## src/rtl/scan_addr_gen_if.sv

```systemverilog
// Control/status bundle between a scan controller (master) and scan_addr_gen (slave).
// The master supplies start/stop and the dwell/last sweep parameters; the slave
// returns the decoder address/enable and scan status.
interface scan_addr_gen_if #(
    parameter int unsigned DWELL_W = 8
) ();

    logic               start;
    logic               stop;
    logic [DWELL_W-1:0] dwell;
    logic [3:0]         last;
    logic [3:0]         a;
    logic               e;
    logic               busy;
    logic               wrap;

    modport master (
        output start, stop, dwell, last,
        input  a, e, busy, wrap
    );

    modport slave (
        input  start, stop, dwell, last,
        output a, e, busy, wrap
    );

endinterface

```

## src/rtl/scan_addr_gen.sv

```systemverilog
// Sequential address generator for a 4-to-16 active-low decoder.
// Sweeps addresses 0..last, holding each for dwell+1 cycles with the enable low,
// so exactly one decoder output is active at a time.
// Optional feature macro: SCAN_BLANK_EN inserts a one-cycle blank (e=1) between
// addresses and moves the wrap pulse into the blank following address `last`.
module scan_addr_gen #(
    parameter int unsigned DWELL_W = 8
) (
    input logic           clk,
    input logic           reset,
    scan_addr_gen_if.slave bus
);

    localparam int unsigned AW = 4;

`ifdef SCAN_BLANK_EN
    typedef enum logic [1:0] {
        ST_IDLE  = 2'd0,
        ST_SCAN  = 2'd1,
        ST_BLANK = 2'd2
    } state_t;
`else
    typedef enum logic [1:0] {
        ST_IDLE = 2'd0,
        ST_SCAN = 2'd1
    } state_t;
`endif

    state_t             state_q, state_d;
    logic [AW-1:0]      a_q, a_d;
    logic               e_q, e_d;
    logic               busy_q, busy_d;
    logic               wrap_q, wrap_d;
    logic [DWELL_W-1:0] cnt_q, cnt_d;
    logic [DWELL_W-1:0] dwell_q, dwell_d;
    logic [AW-1:0]      last_q, last_d;
    logic [AW-1:0]      next_addr;

    // State and registered outputs; reset forces the decoder fully disabled.
    always_ff @(posedge clk or posedge reset) begin
        if (reset) begin
            state_q <= ST_IDLE;
            a_q     <= '0;
            e_q     <= 1'b1;
            busy_q  <= 1'b0;
            wrap_q  <= 1'b0;
            cnt_q   <= '0;
            dwell_q <= '0;
            last_q  <= '0;
        end else begin
            state_q <= state_d;
            a_q     <= a_d;
            e_q     <= e_d;
            busy_q  <= busy_d;
            wrap_q  <= wrap_d;
            cnt_q   <= cnt_d;
            dwell_q <= dwell_d;
            last_q  <= last_d;
        end
    end

    // Next-state logic; outputs are derived from the next state so they register in step.
    always_comb begin
        state_d   = state_q;
        a_d       = a_q;
        cnt_d     = cnt_q;
        dwell_d   = dwell_q;
        last_d    = last_q;
        e_d       = 1'b1;
        busy_d    = 1'b0;
        wrap_d    = 1'b0;
        next_addr = (a_q == last_q) ? '0 : a_q + AW'(1);

        case (state_q)
            ST_IDLE: begin
                a_d = '0;
                if (bus.start && !bus.stop) begin
                    dwell_d = bus.dwell;
                    last_d  = bus.last;
                    cnt_d   = bus.dwell;
                    state_d = ST_SCAN;
                end
            end
            ST_SCAN: begin
                if (cnt_q == '0) begin
`ifdef SCAN_BLANK_EN
                    state_d = ST_BLANK;
`else
                    a_d     = next_addr;
                    cnt_d   = dwell_q;
`endif
                end else begin
                    cnt_d = cnt_q - DWELL_W'(1);
                end
            end
`ifdef SCAN_BLANK_EN
            ST_BLANK: begin
                a_d     = next_addr;
                cnt_d   = dwell_q;
                state_d = ST_SCAN;
            end
`endif
            default: begin
                state_d = ST_IDLE;
                a_d     = '0;
            end
        endcase

        // Abort from any active state; the current dwell is abandoned.
        if (bus.stop && (state_q != ST_IDLE)) begin
            state_d = ST_IDLE;
            a_d     = '0;
        end

        e_d    = (state_d != ST_SCAN);
        busy_d = (state_d != ST_IDLE);
`ifdef SCAN_BLANK_EN
        wrap_d = (state_d == ST_BLANK) && (a_d == last_d);
`else
        wrap_d = (state_d == ST_SCAN) && (cnt_d == '0) && (a_d == last_d);
`endif
    end

    assign bus.a    = a_q;
    assign bus.e    = e_q;
    assign bus.busy = busy_q;
    assign bus.wrap = wrap_q;

endmodule
```

## src/flat_wrapper.sv

```systemverilog
// flat-port wrapper written by rule: the top's interface ports become plain ports
module scan_addr_gen_flat 
#(
    parameter int unsigned DWELL_W = 8
)
  (clk, reset, bus_start, bus_stop, bus_dwell, bus_last, bus_a, bus_e, bus_busy, bus_wrap);
  scan_addr_gen_if #(.DWELL_W(DWELL_W)) bus_i ();
  input logic clk;
  input logic reset;
  input wire logic [$bits(bus_i.start)-1:0] bus_start;
  input wire logic [$bits(bus_i.stop)-1:0] bus_stop;
  input wire logic [$bits(bus_i.dwell)-1:0] bus_dwell;
  input wire logic [$bits(bus_i.last)-1:0] bus_last;
  output wire logic [$bits(bus_i.a)-1:0] bus_a;
  output wire logic [$bits(bus_i.e)-1:0] bus_e;
  output wire logic [$bits(bus_i.busy)-1:0] bus_busy;
  output wire logic [$bits(bus_i.wrap)-1:0] bus_wrap;
  assign bus_i.start = bus_start;
  assign bus_i.stop = bus_stop;
  assign bus_i.dwell = bus_dwell;
  assign bus_i.last = bus_last;
  assign bus_a = bus_i.a;
  assign bus_e = bus_i.e;
  assign bus_busy = bus_i.busy;
  assign bus_wrap = bus_i.wrap;
  scan_addr_gen #(.DWELL_W(DWELL_W)) u_core (.clk(clk), .reset(reset), .bus(bus_i));
endmodule
```

## config.mk

```make
export PLATFORM = sky130hd
export DESIGN_NAME = scan_addr_gen_flat
export DESIGN_NICKNAME = d
export VERILOG_FILES = /design/src/rtl/scan_addr_gen_if.sv /design/src/rtl/scan_addr_gen.sv /design/src/flat_wrapper.sv
export SDC_FILE = /design/constraint.sdc
export NUM_CORES = 1
export LEC_CHECK = 0
export ABC_CLOCK_PERIOD_IN_PS = 3300
export BUFFER_PORTS_ARGS = -buffer_cell sky130_fd_sc_hd__buf_2
export CELL_PAD_IN_SITES_DETAIL_PLACEMENT = 1
export CELL_PAD_IN_SITES_GLOBAL_PLACEMENT = 1
export CORE_MARGIN = 2
export CORE_UTILIZATION = 35
export CTS_CLUSTER_SIZE = 14
export DETAILED_ROUTE_END_ITERATION = 8
export PLACE_DENSITY = 0.72
export SYNTH_ARGS = -nofsm -noshare
export SYNTH_HDL_FRONTEND = slang
export SYNTH_SLANG_ARGS = --single-unit
```

## constraint.sdc

```tcl
create_clock -name clk -period 3.3 [get_ports clk]
set_input_delay 0.165 -clock clk [delete_from_list [all_inputs] [get_ports clk]]
set_output_delay 0.165 -clock clk [all_outputs]
set_load 0.005 [all_outputs]
```

==> metrics.txt <==
pre-CTS WS 0.834 ns; crit path to u_core.bus.wrap; Setup Crit Path Kind flip-flop to flip-flop; Setup crit end kind flip-flop; gr usage total 17.0%; RR Endpoint u_core.bus.wrap; status complete, no violations; register bit total from synthesis 29; mean area per synthesized cell 10.9 um2; Peak VDD IR 0.000204 V; CP startpoint kind flip-flop; Synth async-reset ratio between 90% and 100%; Die Area 0.00533 mm2; TNS Setup 0 ns; Post-Route Utilization 40.7%; DR pass1 iterations 4; Residual DRC 0; power density of the placed cells between 500 and 600 mW/mm2; Leakage between 0.0008 and 0.0009 uW; clock-pin transition on the worst setup and hold timing paths 0.06 ns; synthesized area 0.00167 mm2; FP Rows 25; global route overflow 0; Post-Syn Instances 153; top_reg_cell synth dfrtp_1; Gates resized, CTS repair 0; flop2flop setup slack approximately 0.79 ns; DR WL/cell 17.7 um; pins over their slew limit 0; vias in the first global route around 1.3k; Warnings, synthesis 0; Worst Path Arrival 2.72 ns; synth unique cells 54; Core Area 0.00466 mm2; DRT antenna net count 0; CTS Sinks 29; Final Setup Violations 0; max_slew headroom 24.8%; Initial Util 35.8%; Post-CTS Setup Inserts 0; routed wire length roughly 4.1 mm; met2 WL between 2 and 2.5 mm; Die Ht 73.0 um; CTS tree done; Achievable Freq 398 MHz; RSZ-0062 raised after global routing no; Fin Hold WS 0.126 ns; Final Critical Period roughly 2.5 ns; Max Used Layer met4; Area growth, synth to finish 13.9%; via count 1,296; met3 WL 181 um; Register-to-Register Path Depth 8; CP Max Fanout 8; Hold Vio Cnt, Final 0; fraction of layout cells with a size suffix above 1 34.3%; number of enable flip-flop cells after synthesis 0; Vias per Instance 5.59; CP Data Required Time 3.51 ns; # hold bufs at CTS 0; Worst Skew 0.00449 ns; max_cap viols 0; net count after synthesis 171; DRT iter0 DRCs slightly above 70; Final Cycle Share around three quarters; M1 wire length 1.83 mm; reg2reg start u_core.cnt_q[0]; Layout Nets 195; Final Wtd Congestion just over 0.9; most common cell after layout, fill and taps aside dfrtp_1; Slew @ Worst Pin 1.13 ns; CP Launch Point u_core.cnt_q[0]; n_diodes 0; IO Pins 23; sequential fraction of the synthesis area 43.6%; Hold Crit Class primary input to flip-flop; clk root buf clkbuf_8; final cell count without fillers 232; DP Wirelength 3.09 mm; TritonCTS Buffers 5; H-tree Lvls 2; worst-case clock buffer depth 2; highest-count cells in the layout ignoring fill and taps 28 x dfrtp_1, 22 x buf_2, 11 x mux2_2, 9 x inv_1, 8 x nand2_1; die width 73.0 um; worst skew pair latency 0.28 ns; DP Cell Count 224; largest net degree at the start of global routing 30; final worst slack 0.790 ns; initial antenna violation count 0; first-pass GRT wire length 6.69 mm; port buffer count 22
-- synthesized netlist by cell type, types with 2 or more instances --
library cell  instances  area (um2)
dfrtp_1              28         701
mux2_2               11         124
inv_1                 9        33.8
nand2_1               8        30.0
nor2_1                7        26.3
o21ai_0               7        35.0
nor3_1                6        30.0
xnor2_1               6        52.6
a22oi_1               4        30.0
a21oi_1               3        15.0
a32oi_1               3        26.3
mux2i_1               3        30.0
nor3b_1               3        22.5
nor4_1                3        18.8
xor2_1                3        26.3
a221oi_1              2        17.5
and3_2                2        15.0
buf_2                 2        10.0
buf_6                 2        22.5
clkbuf_8              2        27.5
ha_1                  2        25.0
nand3_1               2        10.0
nand4b_1              2        17.5
o211ai_1              2        15.0
o21bai_1              2        15.0
-- worst max-delay path, stage by stage (launching register included) --
cell and delay [ns]:
dfrtp_1 0.41, inv_1 0.10, ha_1 0.31, or3b_2 0.53, nor2_4 0.16, nand4b_1 0.16
and3_2 0.23, nor4_1 0.29, and4b_1 0.25
-- how the worst min path moves through the flow --
stage / startpoint / to / slack, ns / depth (start not counted)
6_report: bus_stop / u_core.bus.busy / 0.13 / 2
5_1_grt: bus_dwell[4] / u_core.dwell_q[4] / 0.13 / 2
4_1_cts: bus_stop / u_core.bus.busy / 0.12 / 2
3_5_place_dp: bus_dwell[0] / u_core.dwell_q[0] / 0.42 / 2
3_3_place_gp: bus_dwell[3] / u_core.dwell_q[3] / 0.38 / 3
2_1_floorplan: reset / u_core.bus.a[0] / 0.24 / 1
-- state kept, by name, indices dropped and copies added, names as in the netlist --
register / flops
u_core.bus.e: 1
u_core.dwell_q: 8
u_core.bus.wrap: 1
u_core.bus.a: 4
u_core.cnt_q: 8
u_core.state_q: 2
u_core.bus.busy: 1
u_core.last_q: 4
-- final cells by class --
cell class              instances  area [um2]
fillers                       531        2760
multi-input cells             109         851
flip-flops and latches         29         727
repair buffers                 23         118
clock buffers                   7        96.3
well taps                      54        67.6
inverters                       9        33.8
clock inverters                 1        5.00
-- metrics by stage --
| step | power [uW] | area [um2] |
|---|---|---|
| global route | 1080 | 1900 |
| global placement | 690 | 1800 |
| floorplan | 644 | 1670 |
| detailed placement | 706 | 1800 |
| finish | 1030 | 1900 |
| CTS | 1040 | 1900 |
-- where the power goes --
group / internal, uW / switching (uW) / leakage [uW] / total (uW)
sequential: 411 / 59.8 / 0.000357 / 471
combinational: 110 / 121 / 0.000441 / 230
clock: 188 / 136 / 0.0000542 / 324
total: 709 / 316 / 0.000852 / 1030
-- kinds of logic (layout without fill, tap and decap cells) --
family / Yosys count / in the layout / share of synthesized area, %
and+or+nand+nor: 49 / 49 / 18.9
AOI/OAI and AO/OA: 33 / 33 / 15.5
DFF: 29 / 29 / 43.6
muxes: 15 / 15 / 9.91
buffers and inverters: 15 / 40 / 5.63
xor gates and xnor gates: 9 / 9 / 4.73
adders and majority gates: 2 / 2 / 1.50
other: 1 / 1 / 0.225
-- layer usage --
| metal | GRT usage [%] | vias up |
|---|---|---|
| met5 | 0 | - |
| met4 | 7.41 | 0 |
| met3 | 4.70 | 5 |
| met2 | 26.9 | 25 |
| met1 | 21.5 | 663 |
| li1 | - | 603 |
Power figures use the tool's default switching activity.
